[src/rtl/niosii_system_sysid_ext.sv]
// rtl/niosii_system_sysid_ext.sv - sysid slave with uptime counter, scratch, ctrl and feature words
// Optional uptime counter/snapshot enabled by `define NIOSII_SYSID_UPTIME_EN.
module niosii_system_sysid_ext #(
  parameter logic [31:0] SYSTEM_ID     = 32'h0000_CAFE,
  parameter logic [31:0] TIMESTAMP     = 32'h0000_0000,
  parameter int          SCRATCH_COUNT = 2,
  parameter int          READ_LATENCY  = 1
) (
  input  logic        clock,
  input  logic        reset_n,
  input  logic [2:0]  address,
  input  logic        read,
  input  logic        write,
  input  logic [31:0] writedata,
  output logic [31:0] readdata,
  output logic        readdatavalid
);

  localparam logic [3:0] SC_FIELD  = 4'(SCRATCH_COUNT);
  localparam logic [1:0] LAT_FIELD = 2'(READ_LATENCY);
`ifdef NIOSII_SYSID_UPTIME_EN
  localparam logic UPTIME_PRESENT = 1'b1;
`else
  localparam logic UPTIME_PRESENT = 1'b0;
`endif
  localparam logic [31:0] FEATURES = {23'd0, UPTIME_PRESENT, 2'd0, LAT_FIELD, SC_FIELD};

  logic        freeze;
  logic [31:0] scratch [2];
  logic [31:0] uptime_lo;
  logic [31:0] uptime_hi;
  logic [31:0] rd_mux;
  logic        s1_valid;
  logic [31:0] s1_data;
  logic        ctrl_wr;
  logic        scratch_ok;

  assign ctrl_wr    = write && (address == 3'd6);
  // Words 6/7 always belong to CTRL/FEATURES, so only words 4 and 5 can hold scratch.
  assign scratch_ok = (SCRATCH_COUNT > 1) || !address[0];

`ifdef NIOSII_SYSID_UPTIME_EN
  logic [63:0] counter;
  logic [31:0] snapshot;

  always_ff @(posedge clock or negedge reset_n) begin
    if (!reset_n) begin
      counter  <= 64'd0;
      snapshot <= 32'd0;
    end else begin
      if (ctrl_wr && writedata[1])
        counter <= 64'd0;
      else if (!freeze)
        counter <= counter + 64'd1;
      if (read && (address == 3'd2))
        snapshot <= counter[63:32];
    end
  end

  assign uptime_lo = counter[31:0];
  assign uptime_hi = snapshot;
`else
  assign uptime_lo = 32'd0;
  assign uptime_hi = 32'd0;
`endif

  always_ff @(posedge clock or negedge reset_n) begin
    if (!reset_n) begin
      freeze     <= 1'b0;
      scratch[0] <= 32'd0;
      scratch[1] <= 32'd0;
    end else if (write) begin
      if (ctrl_wr)
        freeze <= writedata[0];
      if ((address[2:1] == 2'b10) && scratch_ok)
        scratch[address[0]] <= writedata;
    end
  end

  always_comb begin
    rd_mux = 32'd0;
    case (address)
      3'd0: rd_mux = SYSTEM_ID;
      3'd1: rd_mux = TIMESTAMP;
      3'd2: rd_mux = uptime_lo;
      3'd3: rd_mux = uptime_hi;
      3'd4: rd_mux = scratch[0];
      3'd5: rd_mux = scratch_ok ? scratch[1] : 32'd0;
      3'd6: rd_mux = {31'd0, freeze};
      3'd7: rd_mux = FEATURES;
      default: rd_mux = 32'd0;
    endcase
  end

  // Response pipeline; the output register is the last stage for either latency.
  always_ff @(posedge clock or negedge reset_n) begin
    if (!reset_n) begin
      s1_valid      <= 1'b0;
      s1_data       <= 32'd0;
      readdatavalid <= 1'b0;
      readdata      <= 32'd0;
    end else begin
      s1_valid <= read;
      if (read)
        s1_data <= rd_mux;
      if (READ_LATENCY == 1) begin
        readdatavalid <= read;
        if (read)
          readdata <= rd_mux;
      end else begin
        readdatavalid <= s1_valid;
        if (s1_valid)
          readdata <= s1_data;
      end
    end
  end

endmodule

[config.mk]
export PLATFORM = sky130hd
export DESIGN_NAME = niosii_system_sysid_ext
export DESIGN_NICKNAME = d
export VERILOG_FILES = /design/src/rtl/niosii_system_sysid_ext.sv
export SDC_FILE = /design/constraint.sdc
export NUM_CORES = 1
export LEC_CHECK = 0
export ABC_AREA = 1
export ABC_CLOCK_PERIOD_IN_PS = 2400
export CORE_MARGIN = 4
export CORE_UTILIZATION = 59
export CTS_BUF_LIST = sky130_fd_sc_hd__clkbuf_8
export DETAILED_ROUTE_END_ITERATION = 16
export PLACE_DENSITY = 0.87
export SYNTH_ARGS = -nofsm -noshare
export SYNTH_HDL_FRONTEND = slang
export SYNTH_SLANG_ARGS = --single-unit
export TNS_END_PERCENT = 100
[constraint.sdc]
create_clock -name clock -period 2.4 [get_ports clock]
set_input_delay 0.6 -clock clock [delete_from_list [all_inputs] [get_ports clock]]
set_output_delay 0.6 -clock clock [all_outputs]
set_load 0.01 [all_outputs]
==> run metrics, run 1 <==
result of the run=finished, final reports clean; Tightest Hold Check Type=input port to asynchronous set/reset pin; Slowest cell on crit path=sky130_fd_sc_hd__clkdlybuf4s50_1; io pins=72; data arrival time at the worst-slack endpoint=1.28 ns; Seq/Total Area, Yosys=56.5%; initial core utilization=60.2%; CP required=1.80 ns; buffer levels on the longest clock path=2; Cell variety after synth=21; cell type group with the largest total delay on the critical path=buffers and inverters; post-CTS resize count=0; DRT iter0 DRCs=192; core box area=0.00721 mm²; number of clock sinks=98; sum of routed wire length over all layers=9600 µm; initial antenna violation count=0; number of hold buffers added after CTS=0; number of buffer cells added on primary ports=71; maximum operating frequency=531 MHz; die height=93.8 µm; post-detailed-route count of antenna-violating nets=0; post-layout minimum cycle time=1.88 ns; Period Utilization, post-route=78.5%; fin cells=671; post-CTS clock slew at the launch and capture registers of the worst setup and hold paths=0.09 ns; register bit total from synthesis=98; Tightest Pin Transition=0.381 ns; average via count per standard cell=5.47; ratio of total power to cell area=706 mW/mm²; post-synthesis cell count=504; FP Rows=31; via count of the first global-routing pass=3767; Lkg Pwr=0.00261 µW; area of the die=0.00880 mm²; Initial DRT Pass Iterations=4; placed insts=655; final net count=606; Warnings, synthesis=0; IR drop worst, VDD=402 µV; CP Depth=1; signed area change from the synthesized netlist to the final layout=23.1%; final worst clock skew=0.00868 ns; fraction of final layout cells with drive strength greater than 1=6.64%; Post-Synthesis Mean Instance Area=8.62 µm²; horizontal die dimension=93.8 µm; number of DRC violations after detailed routing=0; critical path cell sequence=clkdlybuf4s50_1; r2r worst-path depth=4; worst-skew pair later-pin latency=0.36 ns; total via count after detailed routing=3673; wire length of the first global-routing pass=16900 µm; half-perimeter wire length of the detailed placement result=6590 µm; worst slew slack as a fraction of its limit=74.6%; setup TNS=0 ns; MaxCap Viol Count=0; post-synthesis instance area=0.00434 mm²; number of endpoints with negative hold slack in the final report=0; TritonCTS clock tree=yes; count of antenna diodes in the layout=0; kind of launch point of the worst setup path=flip-flop; number of pins with negative max-slew slack in the final report=0; critical path capture point type=output pin; startpoint-to-endpoint class of the critical path=flip-flop to output pin; unrepaired setup endpoints after global routing=false; RD Place Congestion=0.848; Critical Path Fanout Max=2; residual overflow from global routing=0; average routed wire per standard cell=14.3 µm; depth of the CTS H-tree=3; final number of setup-violating endpoints=0; CP peak stage delay=0.55 ns; total clock buffers created by CTS=9; cell at the root of the clock tree=sky130_fd_sc_hd__clkbuf_8; largest net degree at the start of global routing=54; Setup Fix Bufs, Post-CTS=0; global-route usage over all layers=24.0%; synthesized net count=543; critical path buffer and inverter count=1
layer usage:
metal  track usage, %  up-vias  wire length (µm)
li1                 -     1760                 -
met1             30.6     1768              3960
met2             41.1      135              4910
met3             4.33       10               637
met4             8.78        0                94
met5                0        -                 0
layout make-up:
class                           instances  area, µm²
Inverter                               37        139
Clock buffer                            9        124
Multi-Input combinational cell        335       1560
Tap cell                               99        124
Sequential cell                        98       2450
Fill cell                             546       1870
Clock inverter                          7       77.6
Timing Repair Buffer                   86        866
Yosys cell counts:
cell,count,share of area (%)
sky130_fd_sc_hd__inv_2,1,0.086
sky130_fd_sc_hd__nand3_2,1,0.23
sky130_fd_sc_hd__a21oi_1,8,0.92
sky130_fd_sc_hd__o21ai_1,24,2.8
sky130_fd_sc_hd__dfrtp_1,98,56
sky130_fd_sc_hd__nand3_1,23,2.6
sky130_fd_sc_hd__buf_6,5,1.3
sky130_fd_sc_hd__o21a_1,24,4.1
sky130_fd_sc_hd__inv_1,35,3.0
sky130_fd_sc_hd__buf_2,14,1.6
sky130_fd_sc_hd__nand2_1,173,15
sky130_fd_sc_hd__nor2_2,1,0.14
sky130_fd_sc_hd__nand3_4,1,0.40
sky130_fd_sc_hd__clkbuf_1,7,0.60
sky130_fd_sc_hd__clkinv_1,1,0.086
sky130_fd_sc_hd__nand4_1,34,4.9
sky130_fd_sc_hd__buf_4,3,0.52
sky130_fd_sc_hd__buf_1,5,0.43
sky130_fd_sc_hd__nor2_4,1,0.26
sky130_fd_sc_hd__nor2_1,23,2.0
sky130_fd_sc_hd__o21ai_0,22,2.5
per-stage QoR:
step | hold slack, ns | total power, µW | cell area (µm²) | utilization (%) | setup WS (ns)
after detailed placement | 0.466 | 2750 | 5140 | 71.3 | 0.221
after floorplan | 0.304 | 2420 | 4340 | - | 0.896
after global placement | 0.461 | 2710 | 5140 | 71.3 | 0.309
after global routing | 0.164 | 3980 | 5350 | 74.1 | 0.430
after CTS | 0.146 | 3790 | 5350 | 74.1 | 0.501
final | 0.149 | 3770 | 5350 | 74.1 | 0.517
kinds of logic after synthesis:
group	Yosys count	synth area share (%)
AND/OR/NAND/NOR	257	25.5
AO/OA/AOI/OAI	78	10.4
buffers and inverters	71	7.66
flip-flops	98	56.5
power breakdown:
part | internal [µW] | switching, µW
Clock | 489 | 571
Sequential | 1910 | 137
Combinational | 327 | 334
Total | 2730 | 1040
flip-flops by register name, indices dropped and copies added (netlist names):
| signal | flops |
|---|---|
| readdatavalid | 1 |
| scratch | 64 |
| readdata | 32 |
| freeze | 1 |
cell usage in the layout (no fill, tap or decap), drive strengths merged:
master,count
a21oi,8
buf,17
bufinv,1
clkbuf,9
clkdlybuf4s50,69
clkinv,5
clkinvlp,1
dfrtp,98
inv,37
nand2,173
nand3,25
nand4,34
nor2,25
o21a,24
o21ai,46
worst paths after layout:
kind | startpoint | to | slack [ns]
setup / recovery | readdata[29]$_DFFE_PN0P_ | readdata[29] | 0.52
min in group clock | readdata[20]$_DFFE_PN0P_ | readdata[20]$_DFFE_PN0P_ | 0.49
hold reg to reg | readdata[20]$_DFFE_PN0P_ | readdata[20]$_DFFE_PN0P_ | 0.49
setup reg to reg | scratch[37]$_DFFE_PN0P_ | readdata[5]$_DFFE_PN0P_ | 1.56
hold / removal | reset_n | readdata[14]$_DFFE_PN0P_ | 0.15
max in group asynchronous | reset_n | freeze$_DFFE_PN0P_ | 1.66
Note: power is estimated with default switching activity, not from simulation.
==> run 2, diff against run 1 <==
Settings changed: ABC_CLOCK_PERIOD_IN_PS 2400 to 1600, CORE_UTILIZATION 59 to 50, PLACE_DENSITY 0.87 to 0.79.
Clock period 2.4 ns to 1.6 ns, I/O delays scaled along.
==> run metrics, run 2 (synthesis gave the netlist of run 1 again) <==
final net count=625 (was 606); multi-input logic area=0.00156 mm² (unchanged); total clock buffers created by CTS=9 (unchanged); highest-count cells in the layout ignoring fill and taps=173 x sky130_fd_sc_hd__nand2_1, 98 x sky130_fd_sc_hd__dfrtp_1, 36 x sky130_fd_sc_hd__inv_1, 36 x sky130_fd_sc_hd__clkdlybuf4s50_1, 34 x sky130_fd_sc_hd__nand4_1 (was 173 x sky130_fd_sc_hd__nand2_1, 98 x sky130_fd_sc_hd__dfrtp_1, 69 x sky130_fd_sc_hd__clkdlybuf4s50_1, 35 x sky130_fd_sc_hd__inv_1, 34 x sky130_fd_sc_hd__nand4_1); r2r worst-path depth=4 (unchanged); post-layout minimum cycle time=1.47 ns; sum of routed wire length over all layers=9940 µm (was 9600 µm); RD Place Congestion=0.805 (was 0.848); number of clock sinks=98 (unchanged); via count of the first global-routing pass=3618 (was 3767); horizontal die dimension=101 µm (was 93.8 µm); IR drop worst, VDD=460 µV (was 402 µV); setup TNS=0 ns (unchanged); half-perimeter wire length of the detailed placement result=7020 µm (was 6590 µm); Period Utilization, post-route=92.0%; Tightest Pin Transition=0.433 ns (was 0.381 ns); DRT iter0 DRCs=155 (was 192); TritonCTS clock tree=yes (unchanged); Tightest Hold Check Type=flip-flop to flip-flop (was input port to asynchronous set/reset pin); post-detailed-route count of antenna-violating nets=0 (unchanged); post-CTS clock slew at the launch and capture registers of the worst setup and hold paths=0.09 ns (about the same); number of DRC violations after detailed routing=0 (unchanged); residual overflow from global routing=0 (unchanged); data arrival time at the worst-slack endpoint=1.72 ns (was 1.28 ns); CP required=1.84 ns (was 1.80 ns); Initial DRT Pass Iterations=5 (was 4); fraction of final layout cells with drive strength greater than 1=9.31% (was 6.64%); MaxCap Viol Count=0 (unchanged); placed insts=679 (was 655); worst slew slack as a fraction of its limit=71.2% (was 74.6%); filler cell count in the final layout=704 (was 546); unrepaired setup endpoints after global routing=false (unchanged); average via count per standard cell=5.28 (was 5.47); core box area=0.00834 mm² (was 0.00721 mm²); total via count after detailed routing=3674 (was 3673); core utilization of the finished layout=65.9% (was 74.1%); area taken by flip-flops and latches=0.00245 mm² (unchanged); depth of the CTS H-tree=3 (unchanged); ratio of total power to cell area=1030 mW/mm² (was 706 mW/mm²); worst hold slack=0.480 ns (was 0.149 ns); FP Rows=33 (was 31); initial core utilization=52.1% (was 60.2%); final number of setup-violating endpoints=0 (unchanged); result of the run=finished, final reports clean (unchanged); number of buffer cells added on primary ports=71 (unchanged); area of the die=0.0102 mm² (was 0.00880 mm²); maximum operating frequency=680 MHz; Lkg Pwr=0.00283 µW (was 0.00261 µW); critical path capture point type=flip-flop (was output pin); Top reg by flops=scratch (unchanged); number of endpoints with negative hold slack in the final report=0 (unchanged); most common cell after layout, fill and taps aside=sky130_fd_sc_hd__nand2_1 (unchanged); kind of launch point of the worst setup path=input port (was flip-flop); max FFs per register=64 (unchanged); startpoint-to-endpoint class of the critical path=input port to flip-flop (was flip-flop to output pin); count of antenna diodes in the layout=0 (unchanged); wire length of the first global-routing pass=17000 µm (was 16900 µm); initial antenna violation count=0 (unchanged); largest registers=scratch x64, readdata x32 (unchanged); largest net degree at the start of global routing=39 (was 54); worst-skew pair later-pin latency=0.36 ns (about the same); number of pins with negative max-slew slack in the final report=0 (unchanged); signed area change from the synthesized netlist to the final layout=26.6% (was 23.1%); global-route usage over all layers=20.7% (was 24.0%); Critical Path Fanout Max=14 (was 2); buffer levels on the longest clock path=2 (unchanged); Setup Fix Bufs, Post-CTS=0 (unchanged); average routed wire per standard cell=14.3 µm (about the same); cell at the root of the clock tree=sky130_fd_sc_hd__clkbuf_8 (unchanged); final worst clock skew=0.00853 ns (was 0.00868 ns); die height=101 µm (was 93.8 µm); depth of the worst hold-timing path=2; fin cells=696 (was 671); io pins=72 (unchanged); overall power=5670 µW (was 3770 µW)
run 2: changes by cell type in the layout (fill, tap and decap cells not counted):
cell                              delta
sky130_fd_sc_hd__dlygate4sd2_1      +33
sky130_fd_sc_hd__clkdlybuf4s50_1    -33
sky130_fd_sc_hd__inv_1               +1
sky130_fd_sc_hd__clkbuf_8            +1
sky130_fd_sc_hd__clkinv_2            -1
sky130_fd_sc_hd__clkinvlp_4          +1
sky130_fd_sc_hd__buf_4              +15
sky130_fd_sc_hd__buf_12              +3
sky130_fd_sc_hd__clkinv_4            -2
sky130_fd_sc_hd__dlygate4sd3_1       +1
run 2: per-layer routing:
metal  share of wire (%)  global-route usage [%]  vias up
met5                   0                       0        -
met4                 1.1                    6.13        0
met3                 5.1                    3.03       10
met2                  50                    34.7       99
met1                  44                    28.1     1772
li1                    -                       -     1793
run 2: critical path, cell delays in order:
cell and delay, ns:
sky130_fd_sc_hd__clkdlybuf4s50_1 0.40, sky130_fd_sc_hd__buf_4 0.17, sky130_fd_sc_hd__nor2_4 0.19, sky130_fd_sc_hd__nand3_2 0.15
sky130_fd_sc_hd__buf_4 0.22, sky130_fd_sc_hd__nor2_1 0.13, sky130_fd_sc_hd__a21oi_1 0.06
run 2: path summary, 6_finish.rpt:
check,start,end,slack (ns)
worst max-delay path,address[0],scratch[41]$_DFFE_PN0P_,0.13
worst min-delay path,readdata[10]$_DFFE_PN0P_,readdata[10]$_DFFE_PN0P_,0.48
worst max register to register,scratch[34]$_DFFE_PN0P_,readdata[2]$_DFFE_PN0P_,0.75
worst min register to register,readdata[10]$_DFFE_PN0P_,readdata[10]$_DFFE_PN0P_,0.48
max in group asynchronous,reset_n,scratch[62]$_DFFE_PN0P_,0.51
min in group asynchronous,reset_n,readdata[31]$_DFFE_PN0P_,0.52
run 2: metrics by stage:
stage | instance area (µm²) | setup slack, ns
CTS | 5500 | 0.139
global route | 5500 | 0.00627
floorplan | 4340 | 0.296
detailed placement | 5330 | -0.197
finish | 5500 | 0.128
global placement | 5330 | -0.147
run 2: repair_timing:
item	in CTS	in global routing
setup endpoints to repair	33	0
hold buffers	1	0
hold endpoints to repair	26	0
gates resized for setup	33	0
run 2: power by group:
| part | internal (µW) | switching (µW) |
|---|---|---|
| registers | 2870 | 199 |
| logic | 473 | 507 |
| clock network | 769 | 852 |
| total | 4110 | 1560 |
run 2: area by class of cell:
class | instances | share of cell area (%)
clock buffers | 10 | 2.50
clock inverters | 6 | 1.21
inverters | 37 | 2.53
multi-input cells | 335 | 28.4
flip-flops and latches | 98 | 44.6
well taps | 105 | 2.39
repair buffers | 105 | 18.3
==> run 3, diff against run 2 <==
Settings changed: CORE_UTILIZATION 50 to 59, DONT_BUFFER_PORTS set to 1, GPL_TIMING_DRIVEN set to 0, PLACE_DENSITY 0.79 to 0.78.
==> run metrics, run 3 (synthesis gave the netlist of run 1 again) <==
final net count=554 (was 625); global-route usage over all layers=24.6% (was 20.7%); post-CTS resize count=0 (was 33); ratio of total power to cell area=1140 mW/mm² (was 1030 mW/mm²); post-detailed-route count of antenna-violating nets=0 (unchanged); highest-count cells in the layout ignoring fill and taps=173 x sky130_fd_sc_hd__nand2_1, 98 x sky130_fd_sc_hd__dfrtp_1, 35 x sky130_fd_sc_hd__inv_1, 34 x sky130_fd_sc_hd__nand4_1 (was 173 x sky130_fd_sc_hd__nand2_1, 98 x sky130_fd_sc_hd__dfrtp_1, 36 x sky130_fd_sc_hd__inv_1, 36 x sky130_fd_sc_hd__clkdlybuf4s50_1, 34 x sky130_fd_sc_hd__nand4_1); io pins=72 (unchanged); via count of the first global-routing pass=3511 (was 3618); reg-to-reg critical path startpoint=scratch[39]$_DFFE_PN0P_ (was scratch[34]$_DFFE_PN0P_); average via count per standard cell=5.70 (was 5.28); DRT iter0 DRCs=143 (was 155); Tightest Hold Check Type=input port to asynchronous set/reset pin (was flip-flop to flip-flop); worst slew slack as a fraction of its limit=67.6% (was 71.2%); number of pins with negative max-slew slack in the final report=0 (unchanged); overall power=5290 µW (was 5670 µW); post-CTS clock slew at the launch and capture registers of the worst setup and hold paths=0.09 ns (about the same); average routed wire per standard cell=16.5 µm (was 14.3 µm); final number of setup-violating endpoints=0 (unchanged); TritonCTS clock tree=yes (unchanged); largest net degree at the start of global routing=99 (was 39); Top reg by flops=scratch (unchanged); Final Cell Area=0.00466 mm² (was 0.00550 mm²); Period Utilization, post-route=77.7% (was 92.0%); buffer levels on the longest clock path=2 (unchanged); post-place instance area=0.00447 mm² (was 0.00533 mm²); total clock buffers created by CTS=9 (unchanged); FP Rows=31 (was 33); Setup Fix Bufs, Post-CTS=0 (unchanged); die height=93.8 µm (was 101 µm); number of clock sinks=98 (unchanged); core box area=0.00721 mm² (was 0.00834 mm²); post-layout minimum cycle time=1.24 ns (was 1.47 ns); unrepaired setup endpoints after global routing=false (unchanged); number of DRC violations after detailed routing=0 (unchanged); RD Place Congestion=0.846 (was 0.805); CP required=1.84 ns (about the same); MaxCap Viol Count=0 (unchanged); maximum operating frequency=804 MHz (was 680 MHz); worst hold slack=-0.281 ns (was 0.480 ns); wire length of the first global-routing pass=16900 µm (was 17000 µm); area of the die=0.00880 mm² (was 0.0102 mm²); worst-skew pair later-pin latency=0.36 ns (about the same); Critical Path Fanout Max=10 (was 14); initial core utilization=60.2% (was 52.1%); Initial DRT Pass Iterations=5 (unchanged); result of the run=complete, but fails checks (was finished, final reports clean); signed area change from the synthesized netlist to the final layout=7.20% (was 26.6%); critical path startpoint=address[0] (unchanged); critical path capture point type=flip-flop (unchanged); number of endpoints with negative hold slack in the final report=98 (was 0); startpoint-to-endpoint class of the critical path=input port to flip-flop (unchanged); cell at the root of the clock tree=sky130_fd_sc_hd__clkbuf_8 (unchanged); half-perimeter wire length of the detailed placement result=7160 µm (was 7020 µm); final worst clock skew=0.0118 ns (was 0.00853 ns); kind of launch point of the worst setup path=input port (unchanged); IR drop worst, VDD=601 µV (was 460 µV); number of buffer cells added on primary ports=0 (was 71); depth of the CTS H-tree=3 (unchanged); Lkg Pwr=0.00235 µW (was 0.00283 µW); total via count after detailed routing=3523 (was 3674); fraction of final layout cells with drive strength greater than 1=8.09% (was 9.31%); initial antenna violation count=0 (unchanged); residual overflow from global routing=0 (unchanged); sum of routed wire length over all layers=10200 µm (was 9940 µm); data arrival time at the worst-slack endpoint=1.48 ns (was 1.72 ns); count of antenna diodes in the layout=0 (unchanged); largest registers=scratch x64, readdata x32 (unchanged); horizontal die dimension=93.8 µm (was 101 µm); violations in the final reports=hold timing; most common cell after layout, fill and taps aside=sky130_fd_sc_hd__nand2_1 (unchanged); max FFs per register=64 (unchanged); Tightest Pin Transition=0.486 ns (was 0.433 ns)
==> run 3: metal layers <==
| metal | GRT usage [%] | share of wire (%) | up-vias |
|---|---|---|---|
| met1 | 33.1 | 41 | 1698 |
| met4 | 7.58 | 1.5 | 0 |
| met3 | 6.09 | 8.8 | 17 |
| met5 | 0 | 0 | - |
| met2 | 39.6 | 48 | 157 |
| li1 | - | - | 1651 |
==> run 3: area by class of cell <==
cell class	instances	area (µm²)
inverter	37	139
clock buffer	12	165
clock inverter	3	23.8
multi-input combinational	335	1560
fill	612	2560
buffer	34	194
tap	99	124
sequential	98	2450
==> run 3: final timing paths <==
| kind | endpoint | slack, ns | depth (start not counted) |
|---|---|---|---|
| worst max register to register | readdata[7]$_DFFE_PN0P_ | 0.72 | 4 |
| worst min register to register | scratch[37]$_DFFE_PN0P_ | 0.49 | 2 |
| max in group asynchronous | scratch[19]$_DFFE_PN0P_ | 1.74 | 0 |
| worst min-delay path | readdata[31]$_DFFE_PN0P_ | -0.28 | 0 |
| min in group clock | readdatavalid$_DFF_PN0_ | 0.06 | 0 |
| worst max-delay path | scratch[45]$_DFFE_PN0P_ | 0.36 | 6 |
==> run 3: power breakdown <==
part / internal (µW) / switching (µW) / leakage (µW) / total, µW
Combinational: 277 / 374 / 0.00106 / 651
Clock: 687 / 823 / 0.0000907 / 1510
Sequential: 2870 / 254 / 0.00120 / 3130
==> run 3: through the flow <==
step                util [%]  cells  setup TNS (ns)  setup slack [ns]
detailed placement      61.9    603         -0.0759           -0.0312
finish                  64.6    618               0             0.356
global placement        61.9    603               0           0.00859
CTS                     64.6    618               0             0.349
floorplan                  -    504               0             0.296
global route            64.6    618               0             0.234
==> run 3: worst max-delay path, cell delays in order <==
cell	delay [ns]
sky130_fd_sc_hd__buf_2	0.17
sky130_fd_sc_hd__nor2_4	0.23
sky130_fd_sc_hd__nand3_2	0.25
sky130_fd_sc_hd__buf_2	0.27
sky130_fd_sc_hd__nor2_1	0.11
sky130_fd_sc_hd__a21oi_1	0.05
